`src/rtl/video_pix_packer.sv`:
```
// Packs de-qualified PIX_BITS pixels MSB-first into BUS_BITS DDR write words,
// sequencing FIFO reset, base-address load and frame geometry from vsync.
module video_pix_packer #(
   parameter int unsigned ADDR_BITS    = 25,
   parameter int unsigned PIX_BITS     = 24,
   parameter int unsigned BUS_BITS     = 64,
   parameter string       BROADEN_LOAD = "FALSE",
   parameter int unsigned START_LAT    = 4
) (
   input  logic                 pclk,
   input  logic                 prst_n,
   input  logic                 vsync,
   input  logic                 de,
   input  logic [PIX_BITS-1:0]  indata,
   input  logic [ADDR_BITS-1:0] baseaddr,
   input  logic [23:0]          video_width,
   input  logic [11:0]          video_height,
   input  logic                 sync_fifo_empty,
   output logic                 fifo_empty,
   output logic                 wr_fifo_en,
   output logic [BUS_BITS-1:0]  wr_data,
   output logic                 arst_fifo,
   output logic                 loadbase,
   output logic [ADDR_BITS-1:0] ddr_baseaddr,
   output logic [23:0]          ddr_line_length,
   output logic [11:0]          ddr_col_length,
   output logic                 frame_done
);

   localparam int unsigned ACC_W = BUS_BITS + PIX_BITS;
   localparam int unsigned NB_W  = $clog2(ACC_W + 1);
   localparam int unsigned SH    = $clog2(BUS_BITS);
   localparam int unsigned LAT   = (START_LAT < 1) ? 1 : START_LAT;
   localparam int unsigned LAT_W = $clog2(LAT + 1);
   localparam logic [2:0]  FRM_LAST = (BROADEN_LOAD == "TRUE") ? 3'd5 : 3'd0;

   typedef enum logic [2:0] {IDLE, FRAME, LINE, LEND, FEND} state_t;

   state_t               state, state_nx;
   logic                 vsync_d;
   logic                 vs_rise, vs_fall;
   logic [23:0]          wid;
   logic [11:0]          hgt, hgt_eff;
   logic [35:0]          prod;
   logic [ADDR_BITS-1:0] base_lat;
   logic [LAT_W-1:0]     lat_cnt;
   logic                 armed, start_now;
   logic [2:0]           frm_cnt;
   logic [23:0]          pix_cnt;
   logic [11:0]          line_cnt;
   logic                 last_pix, last_line;
   logic                 take, fd_p0, load_frame;
   logic [ACC_W-1:0]     acc, acc_nx;
   logic [NB_W-1:0]      nbits, nbits_nx;
   logic                 emit;
   logic [BUS_BITS-1:0]  emit_data;
   logic                 s1_vld, s1_fd, fd_d2;
   logic [BUS_BITS-1:0]  s1_data;

   assign vs_rise        = vsync & ~vsync_d;
   assign vs_fall        = ~vsync & vsync_d;
   assign fifo_empty     = sync_fifo_empty;
   assign arst_fifo      = (state == FRAME);
   assign loadbase       = (state == FRAME);
   assign ddr_col_length = hgt;
   assign hgt_eff        = (hgt == 12'd0) ? 12'd1 : hgt;
   assign last_pix       = ({1'b0, pix_cnt} + 25'd1) == {1'b0, wid};
   assign last_line      = (line_cnt + 12'd1) == hgt_eff;
   assign start_now      = (LAT == 1) ? vs_fall : (armed && lat_cnt == LAT_W'(1));

   always_comb begin
      state_nx   = state;
      take       = 1'b0;
      fd_p0      = 1'b0;
      load_frame = 1'b0;
      case (state)
         IDLE: if (start_now) begin
            state_nx   = FRAME;
            load_frame = 1'b1;
         end
         FRAME: if (frm_cnt == FRM_LAST) state_nx = LINE;
         LINE: begin
            if (wid == 24'd0) state_nx = LEND;
            else if (de) begin
               take = 1'b1;
               if (last_pix) state_nx = LEND;
            end
         end
         LEND: begin
            if (last_line) begin
               state_nx = FEND;
               fd_p0    = 1'b1;
            end else begin
               // a pixel arriving here already belongs to the next line
               state_nx = LINE;
               if (de && wid != 24'd0) begin
                  take = 1'b1;
                  if (last_pix) state_nx = LEND;
               end
            end
         end
         FEND: state_nx = FEND;
         default: state_nx = IDLE;
      endcase
      if (vs_rise) begin
         state_nx   = IDLE;
         take       = 1'b0;
         fd_p0      = 1'b0;
         load_frame = 1'b0;
      end
   end

   // Valid bits sit left-aligned in acc; the tail flushes before a same-cycle new pixel.
   always_comb begin
      acc_nx    = acc;
      nbits_nx  = nbits;
      emit      = 1'b0;
      emit_data = '0;
      if (state == LEND) begin
         if (nbits != '0 && !vs_rise) begin
            emit      = 1'b1;
            emit_data = acc[ACC_W-1 -: BUS_BITS];
         end
         acc_nx   = '0;
         nbits_nx = '0;
      end
      if (take) begin
         acc_nx   = acc_nx | (ACC_W'(indata) << (NB_W'(ACC_W - PIX_BITS) - nbits_nx));
         nbits_nx = nbits_nx + NB_W'(PIX_BITS);
         if (nbits_nx >= NB_W'(BUS_BITS)) begin
            emit      = 1'b1;
            emit_data = acc_nx[ACC_W-1 -: BUS_BITS];
            acc_nx    = acc_nx << BUS_BITS;
            nbits_nx  = nbits_nx - NB_W'(BUS_BITS);
         end
      end
   end

   always_ff @(posedge pclk or negedge prst_n) begin
      if (!prst_n) begin
         state           <= IDLE;
         vsync_d         <= 1'b0;
         wid             <= '0;
         hgt             <= '0;
         prod            <= '0;
         ddr_line_length <= '0;
         base_lat        <= '0;
         ddr_baseaddr    <= '0;
         armed           <= 1'b0;
         lat_cnt         <= '0;
         frm_cnt         <= '0;
      end else begin
         state   <= state_nx;
         vsync_d <= vsync;
         if (vsync) begin
            wid <= video_width;
            hgt <= video_height;
         end
         prod            <= 36'(wid) * 36'(PIX_BITS);
         ddr_line_length <= 24'((prod + 36'(BUS_BITS - 1)) >> SH);
         if (vs_fall) base_lat <= baseaddr;
         if (load_frame) ddr_baseaddr <= vs_fall ? baseaddr : base_lat;
         if (vs_fall) begin
            armed   <= 1'b1;
            lat_cnt <= LAT_W'(LAT - 1);
         end else if (vsync) begin
            armed <= 1'b0;
         end else if (armed) begin
            if (lat_cnt <= LAT_W'(1)) armed <= 1'b0;
            else lat_cnt <= lat_cnt - 1'b1;
         end
         frm_cnt <= (state == FRAME) ? frm_cnt + 3'd1 : 3'd0;
      end
   end

   always_ff @(posedge pclk or negedge prst_n) begin
      if (!prst_n) begin
         pix_cnt    <= '0;
         line_cnt   <= '0;
         acc        <= '0;
         nbits      <= '0;
         s1_vld     <= 1'b0;
         s1_data    <= '0;
         s1_fd      <= 1'b0;
         fd_d2      <= 1'b0;
         wr_fifo_en <= 1'b0;
         wr_data    <= '0;
         frame_done <= 1'b0;
      end else begin
         if (vsync) pix_cnt <= '0;
         else if (take) pix_cnt <= last_pix ? 24'd0 : pix_cnt + 24'd1;
         if (vsync || state == FRAME) line_cnt <= '0;
         else if (state == LEND && !last_line) line_cnt <= line_cnt + 12'd1;
         if (vsync) begin
            acc   <= '0;
            nbits <= '0;
         end else begin
            acc   <= acc_nx;
            nbits <= nbits_nx;
         end
         s1_vld     <= emit;
         s1_data    <= emit_data;
         s1_fd      <= fd_p0;
         fd_d2      <= s1_fd;
         wr_fifo_en <= s1_vld;
         wr_data    <= s1_data;
         frame_done <= fd_d2;
      end
   end

endmodule

```
`config.mk`:
```
export PLATFORM = sky130hd
export DESIGN_NAME = video_pix_packer
export DESIGN_NICKNAME = d
export VERILOG_FILES = /design/src/rtl/video_pix_packer.sv
export SDC_FILE = /design/constraint.sdc
export NUM_CORES = 1
export LEC_CHECK = 0
export ABC_AREA = 1
export CAP_MARGIN = 5
export CELL_PAD_IN_SITES_DETAIL_PLACEMENT = 2
export CELL_PAD_IN_SITES_GLOBAL_PLACEMENT = 2
export CORE_ASPECT_RATIO = 0.9
export CORE_MARGIN = 10
export CORE_UTILIZATION = 34
export DETAILED_ROUTE_END_ITERATION = 10
export GPL_TIMING_DRIVEN = 1
export PLACE_DENSITY_LB_ADDON = 0.1
export SETUP_SLACK_MARGIN = 0.3
export SYNTH_ARGS = -nofsm -noshare
export SYNTH_HDL_FRONTEND = slang
export SYNTH_SLANG_ARGS = --single-unit
```
`constraint.sdc`:
```
create_clock -name pclk -period 3.4 [get_ports pclk]
set_input_delay 0.51 -clock pclk [delete_from_list [all_inputs] [get_ports pclk]]
set_output_delay 0.51 -clock pclk [all_outputs]
set_load 0.005 [all_outputs]
```
# == Word-level counts from Yosys, hierarchy flattened ==
# Index checks and enable logic that the tools add are counted.
# classes
mul,1
n_mux,54
add_sub_neg,9
shifts,1
n_eq_ne,13
n_reduce_logical,18
bitwise,5
magnitude_cmp,2
# ops
cell,count
$mux W88,4
$mux W64,4
$or A88 B88 Y88,1
$shl A24 B7 Y88,1
$mux W24,3
$mux W12,3
$mux W3,12
$add A29 B6 Y30 const B,1
$mux W7,4
$mul A24 B2 Y26 const B,1
$add A24 B1 Y25 const B,1
$eq A25 B24 Y1,1
$mux W25,1
$add A24 B1 Y24 const B,1
$logic_not A24 Y1,1
$reduce_bool A24 Y1,1
$mux W1,21
$pmux W3 S5,1
$add A12 B1 Y12 const B,1
$eq A12 B12 Y1,1
$logic_not A12 Y1,1
$ne A4 B4 Y1 const B,2
$add A7 B5 Y7 const B,1
$ge A7 B7 Y1 const B,1
23 further kinds,34
# totals
wordCells,125
regBits,411
input_bits,90
out_inout_bits,130

# == Longest topological paths before layout ==
# depth
depth_word,8
mapped_depth,20
mapped_depth_nobuf,19

# == Worst setup path after synthesis ==
# No wires, ideal clock.
# synth_path
kind,register to register
from,reg state[1]
to,reg s1_data[0]
arrival_ps,2504
n_path_buf,3
period_less_slack_ps,2621
slack_ps,779
setup_time_ps,117
path_stages_with_launch,17
required_time_ps,3283
path_cell_list,dfrtp_1 nand3_2 nand2_2 buf_6 buf_6 ha_1 inv_1 clkbuf_1 o21ai_0 nand3_1 nand2_1 nand2_1 nand2_1 o21ai_0 o21ai_0 nand2_1 nand2_1
# synth_between
elab_chain_len,7
elab_cells_between_ends,14
cone_classes,2 x add/sub; 1 x order compare; 2 x eq/ne; 1 x shift; 7 x mux; 1 x bitwise
# synth_rtl
item,line_no,text
"start, declared",39,"state_t state, state_nx;"
"start signal, assigned",153,state <= state_nx;
$eq A3 B2 Y1,"76, 119",
$mux W7,119,if (state == LEND) begin
$sub A7 B7 Y7,128,acc_nx = acc_nx | (ACC_W'(indata) << (NB_W'(ACC_W - PIX_BITS) - nbits_nx));
$shl A24 B7 Y88,128,
$or A88 B88 Y88,128,
$mux W64,130,if (nbits_nx >= NB_W'(BUS_BITS)) begin
$mux W64 *,127,if (take) begin
net emit_data[0],56,logic [BUS_BITS-1:0] emit_data;
"end signal, assigned",202,s1_data <= emit_data;
"end, declared",58,logic [BUS_BITS-1:0] s1_data;
# The timed path passes the listed nets; every way through them passes the cells marked *.
# A chain may end at the register's enable or synchronous reset.

# == Final worst setup path ==
# layout_path
from,reg state[1]
to,reg acc[85]
# layout_between
elab_chain_len,8
elab_cells_between_ends,14
cone_classes,2 x add/sub; 1 x order compare; 2 x eq/ne; 1 x shift; 7 x mux; 1 x bitwise
# layout_rtl
item,line_no,text
$eq A3 B2 Y1,"76, 119",
$mux W7,119,
$sub A7 B7 Y7,128,
$shl A24 B7 Y88,128,
$or A88 B88 Y88,128,
$mux W88,130,
$mux W88 *,127,
$mux W88 *,194,if (vsync) begin
"end signal, assigned",198,acc <= acc_nx;
"end, declared",53,"logic [ACC_W-1:0] acc, acc_nx;"
# Mark *: on every way between the ends. The rest lies on a longest branch, timed or not.

==> summary.md <==
| Metric | Value |
|---|---|
| Internal power consumption | 0.0105 W |
| Largest net degree at the start of global routing | 106 |
| Total count of hold-check failures in the final report | 0 |
| Slack of the critical path | 471 ps |
| Leakage Power | 12.8 nW |
| Total length of routed wires | 87500 microns |
| Final Cycle Share | 0.861 |
| Global routing usage on met3 | 0.0433 |
| Via count | 20200 |
| Most used cells in the layout excluding fill and tap cells | sky130_fd_sc_hd__nand2_1, sky130_fd_sc_hd__dfrtp_1, sky130_fd_sc_hd__nand3_1 |
| Worst-Margin Slew | 1040 ps |
| Portion of netlist area occupied by mux cells | 0.000470 |
| Setup TNS | 0 ps |
| Storage cell area | 10300 sq um |
| Share of the synthesized netlist area taken by xor and xnor gates | 0.0236 |
| Post-Synthesis Mean Instance Area | 7.80 sq um |
| Sequential Power Share | 0.358 |
| Max IR drop VDD | 0.353 mV |
| Fraction of post-synthesis cell area in the top cell type by area | 0.483 |
| Number of max-slew violations in the final report | 0 |
| Synthesized net count | 2867 |
| Number of enable flip-flop cells after synthesis | 0 |
| Top FF cell, synth | sky130_fd_sc_hd__dfrtp_1 |
| Top Usage Layer GRT | met2 |
| CP Launch Type | flip-flop |
| Core Rows | 86 |
| Util after Layout | 0.428 |
| Worst Path Max Fanout | 30 |
| Router iterations before antenna repair | 5 |
| Number of H-tree levels | 2 |
| Compound-gate portion of the synthesized area | 0.0907 |
| Cell area after synthesis | 21300 sq um |
| Clock tree sinks | 411 |
| Async SR Flop Fraction | 1.00 |
| Setup WS pre-CTS | 197 ps |
| Area growth syn-to-layout | 23.9% |
| Maximum number of buffers from clock root to sink | 3 |
| Power per standard cell area | 616 nW/um^2 |
| First-pass GRT wire length | 136000 microns |
| Number of flip-flops and latches in the synthesized netlist | 411 |
| Startpoint of the worst-slack reg-to-reg timing path | state[1] |
| GR met2 Demand/Resource | 0.371 |
| Die Outline Area | 73100 sq um |
| Net switching power | 0.00573 W |
| Headroom to the max-slew limit | 0.307 |
| Cell variety after synth | 47 |
| Run status | finished clean |
| Endpoint arrival time on the critical path | 3390 ps |
| Via count normalized by instance count | 5.29 |
| HPWL after DPL | 61700 microns |
| # Max-Cap Violations | 0 |
| Number of global-route vias before repair | 22200 |
| Worst setup path start | state[1] |
| Remaining design rule violation count | 0 |
| Dominant combinational cell family by area after synthesis | simple AND/OR/NAND/NOR gates |
| Area share of fa/ha/maj cells after synthesis | 0.0280 |
| Core area | 61700 sq um |
| # nets final | 3082 |
| Switching share of power | 0.353 |
| RSZ-0062 raised after global routing | true |
| Top post-synthesis cells by area | sky130_fd_sc_hd__dfrtp_1, sky130_fd_sc_hd__nand2_1, sky130_fd_sc_hd__nand3_1 |
| Count of synthesis-stage warnings from yosys | 0 |
| CTS buffer count | 49 |
| Maximum clock rate | 0.341 GHz |
| Gate Count Post-Synth | 2730 |
| Final critical delay including setup and external delays | 2930 ps |
| Number of design-rule violations left by the first detailed-router iteration | 1385 |
| Global Route Usage Sum | 0.235 |
| Critical path data required time | 3860 ps |
| Antenna violations before repair | 1 |
| Worst hold path type | input pin to flip-flop |
| Die Ht | 257 microns |
| Floorplan die width | 284 microns |
| Sequential area share after synthesis | 0.483 |
| Fill cell instance count of the final layout | 6991 |
| Final worst clock skew | 27.1 ps |
| Clock latency on the worst-skew pair | 610 ps |
| Clock power frac | 0.351 |
| Crit Path Class | flip-flop to flip-flop |
| Final weighted congestion in routability-driven placement | 0.882 |
| Met1 routing resource usage after global routing | 0.329 |
| Ratio of cells with drive above 1 in the final layout | 0.0805 |
| Multi-input combinational cell area | 9750 sq um |
| Most common cell after layout, fill and taps aside | sky130_fd_sc_hd__nand2_1 |
| CTS tree | done |
| Port Buffers | 217 |
| Hold Worst Slack | 315 ps |
| Final-report setup violation count | 0 |
| Root buffer cell | sky130_fd_sc_hd__clkbuf_16 |
| Antenna viol nets, final | 0 |
| Initial core utilization | 0.345 |
| Total grt overflow | 0 |
| Hold Path Origin | vsync |
| Avg WL per Cell | 22.9 microns |
| Fraction of the mapped netlist area in simple logic gates | 0.308 |
| Clock transition at the registers of the reported paths | 60 ps |
| Number of top-level design ports | 220 |
| Cell accounting for the most synthesized area | sky130_fd_sc_hd__dfrtp_1 |
| Proportion of power drawn by combinational gates | 0.291 |
| Critical path endpoint category | flip-flop |
-- worst max-delay path, stage by stage, from the launching register on --
cell and delay [ps]:
sky130_fd_sc_hd__dfrtp_1 460, sky130_fd_sc_hd__nand3_4 170, sky130_fd_sc_hd__nand2_1 160, sky130_fd_sc_hd__ha_4 360
sky130_fd_sc_hd__buf_6 250, sky130_fd_sc_hd__nand2_1 120, sky130_fd_sc_hd__o211ai_1 180, sky130_fd_sc_hd__nand2_1 260
sky130_fd_sc_hd__nand2_1 130, sky130_fd_sc_hd__nand2_1 130, sky130_fd_sc_hd__nand3_1 130, sky130_fd_sc_hd__nand2_1 90
sky130_fd_sc_hd__o21ai_0 230, sky130_fd_sc_hd__a21oi_1 100
-- flip-flops by register name (all words and copies together), names as in the netlist, 3 cells and up --
| register | cells |
|---|---|
| frm_cnt | 3 |
| wr_data | 64 |
| acc | 88 |
| ddr_baseaddr | 25 |
| pix_cnt | 24 |
| ddr_line_length | 24 |
| prod | 26 |
| s1_data | 64 |
| line_cnt | 12 |
| wid | 24 |
| nbits | 7 |
| base_lat | 25 |
| state | 3 |
| ddr_col_length | 12 |
| lat_cnt | 3 |
-- worst paths after layout --
kind,cells past startpoint,slack (ps),to
min in group asynchronous,2,400,ddr_line_length[6]
max,13,470,acc[85]
min,4,320,ddr_col_length[4]
max reg2reg,13,470,acc[85]
max in group asynchronous,3,2030,wr_data[48]
min reg2reg,0,350,wr_data[59]
-- timing repair --
item,CTS,global route
buffers inserted,3,6
endpoints found under the hold margin,33,0
pin swaps,2,0
hold buffers,1,0
gates cloned,2,1
setup endpoints to repair,51,175
gates resized for setup,7,66
-- area by class of cell --
type                       instances  share of cell area
antenna                            1           0.0000948
clock buffer                      65              0.0533
clock inverter                    21              0.0120
inverter                         193              0.0284
multi-input combinational       2007               0.370
sequential                       411               0.390
tap                              836              0.0396
timing repair buffer             282               0.107
timing repair inverter             1            0.000284
-- power groups by stage --
stage	Combinational, W	Clock (W)	Sequential, W
final	0.00473	0.00570	0.00582
after floorplan	0.00249	0	0.00581
after detailed placement	0.00457	0	0.00590
after global routing	0.00522	0.00607	0.00589
after global placement	0.00439	0	0.00586
after CTS	0.00467	0.00586	0.00582
-- routing by layer --
layer | share of wire | up-vias | routed length, microns
met3 | 0.053 | 105 | 4640
met4 | 0.018 | 0 | 1610
li1 | - | 9291 | -
met5 | 0 | - | 0
met2 | 0.45 | 438 | 39400
met1 | 0.48 | 10400 | 41900
-- through the flow --
stage / instances / instance area [sq um] / total power [W]
final: 3817 / 26400 / 0.0163
after global routing: 3817 / 26400 / 0.0172
after CTS: 3809 / 26100 / 0.0163
after detailed placement: 3717 / 24300 / 0.0105
after global placement: 3717 / 24300 / 0.0103
after floorplan: 2730 / 21300 / 0.00830
-- cells by family (layout without fill, tap and decap cells) --
logic type | count (synthesis) | after routing
and+or+nand+nor | 1559 | 1560
DFF | 411 | 411
AOI/OAI and AO/OA | 344 | 344
buffers and inverters | 313 | 562
xor gates and xnor gates | 55 | 55
adders and majority gates | 47 | 47
muxes | 1 | 1
other | 0 | 1
-- cells in the mapped netlist (2+ instances only) --
cell type,number
sky130_fd_sc_hd__clkinv_1,2
sky130_fd_sc_hd__nand4_1,57
sky130_fd_sc_hd__ha_1,46
sky130_fd_sc_hd__nand2_4,3
sky130_fd_sc_hd__clkbuf_1,45
sky130_fd_sc_hd__o21ai_0,173
sky130_fd_sc_hd__buf_6,19
sky130_fd_sc_hd__nor2_2,10
sky130_fd_sc_hd__nor2_1,213
sky130_fd_sc_hd__o21ai_2,2
sky130_fd_sc_hd__xnor2_1,16
sky130_fd_sc_hd__o22ai_1,18
sky130_fd_sc_hd__buf_1,12
sky130_fd_sc_hd__a21boi_0,4
sky130_fd_sc_hd__or2_2,6
sky130_fd_sc_hd__a21oi_2,18
sky130_fd_sc_hd__nand3b_1,3
sky130_fd_sc_hd__nand2_1,940
sky130_fd_sc_hd__buf_2,29
sky130_fd_sc_hd__inv_2,7
sky130_fd_sc_hd__o21a_1,8
sky130_fd_sc_hd__a31oi_1,30
sky130_fd_sc_hd__nor3_1,13
sky130_fd_sc_hd__buf_4,14
sky130_fd_sc_hd__nor2_4,3
sky130_fd_sc_hd__nand2_8,2
sky130_fd_sc_hd__o211ai_1,11
sky130_fd_sc_hd__o21ai_1,12
sky130_fd_sc_hd__nand2_2,7
sky130_fd_sc_hd__inv_1,182
sky130_fd_sc_hd__nand3_2,3
sky130_fd_sc_hd__o221ai_1,2
sky130_fd_sc_hd__a21oi_1,63
sky130_fd_sc_hd__xor2_1,37
sky130_fd_sc_hd__o21bai_1,2
sky130_fd_sc_hd__dfrtp_1,411
sky130_fd_sc_hd__nand3_1,292
sky130_fd_sc_hd__nor4_1,6
Note: power is estimated with default switching activity, not from simulation.
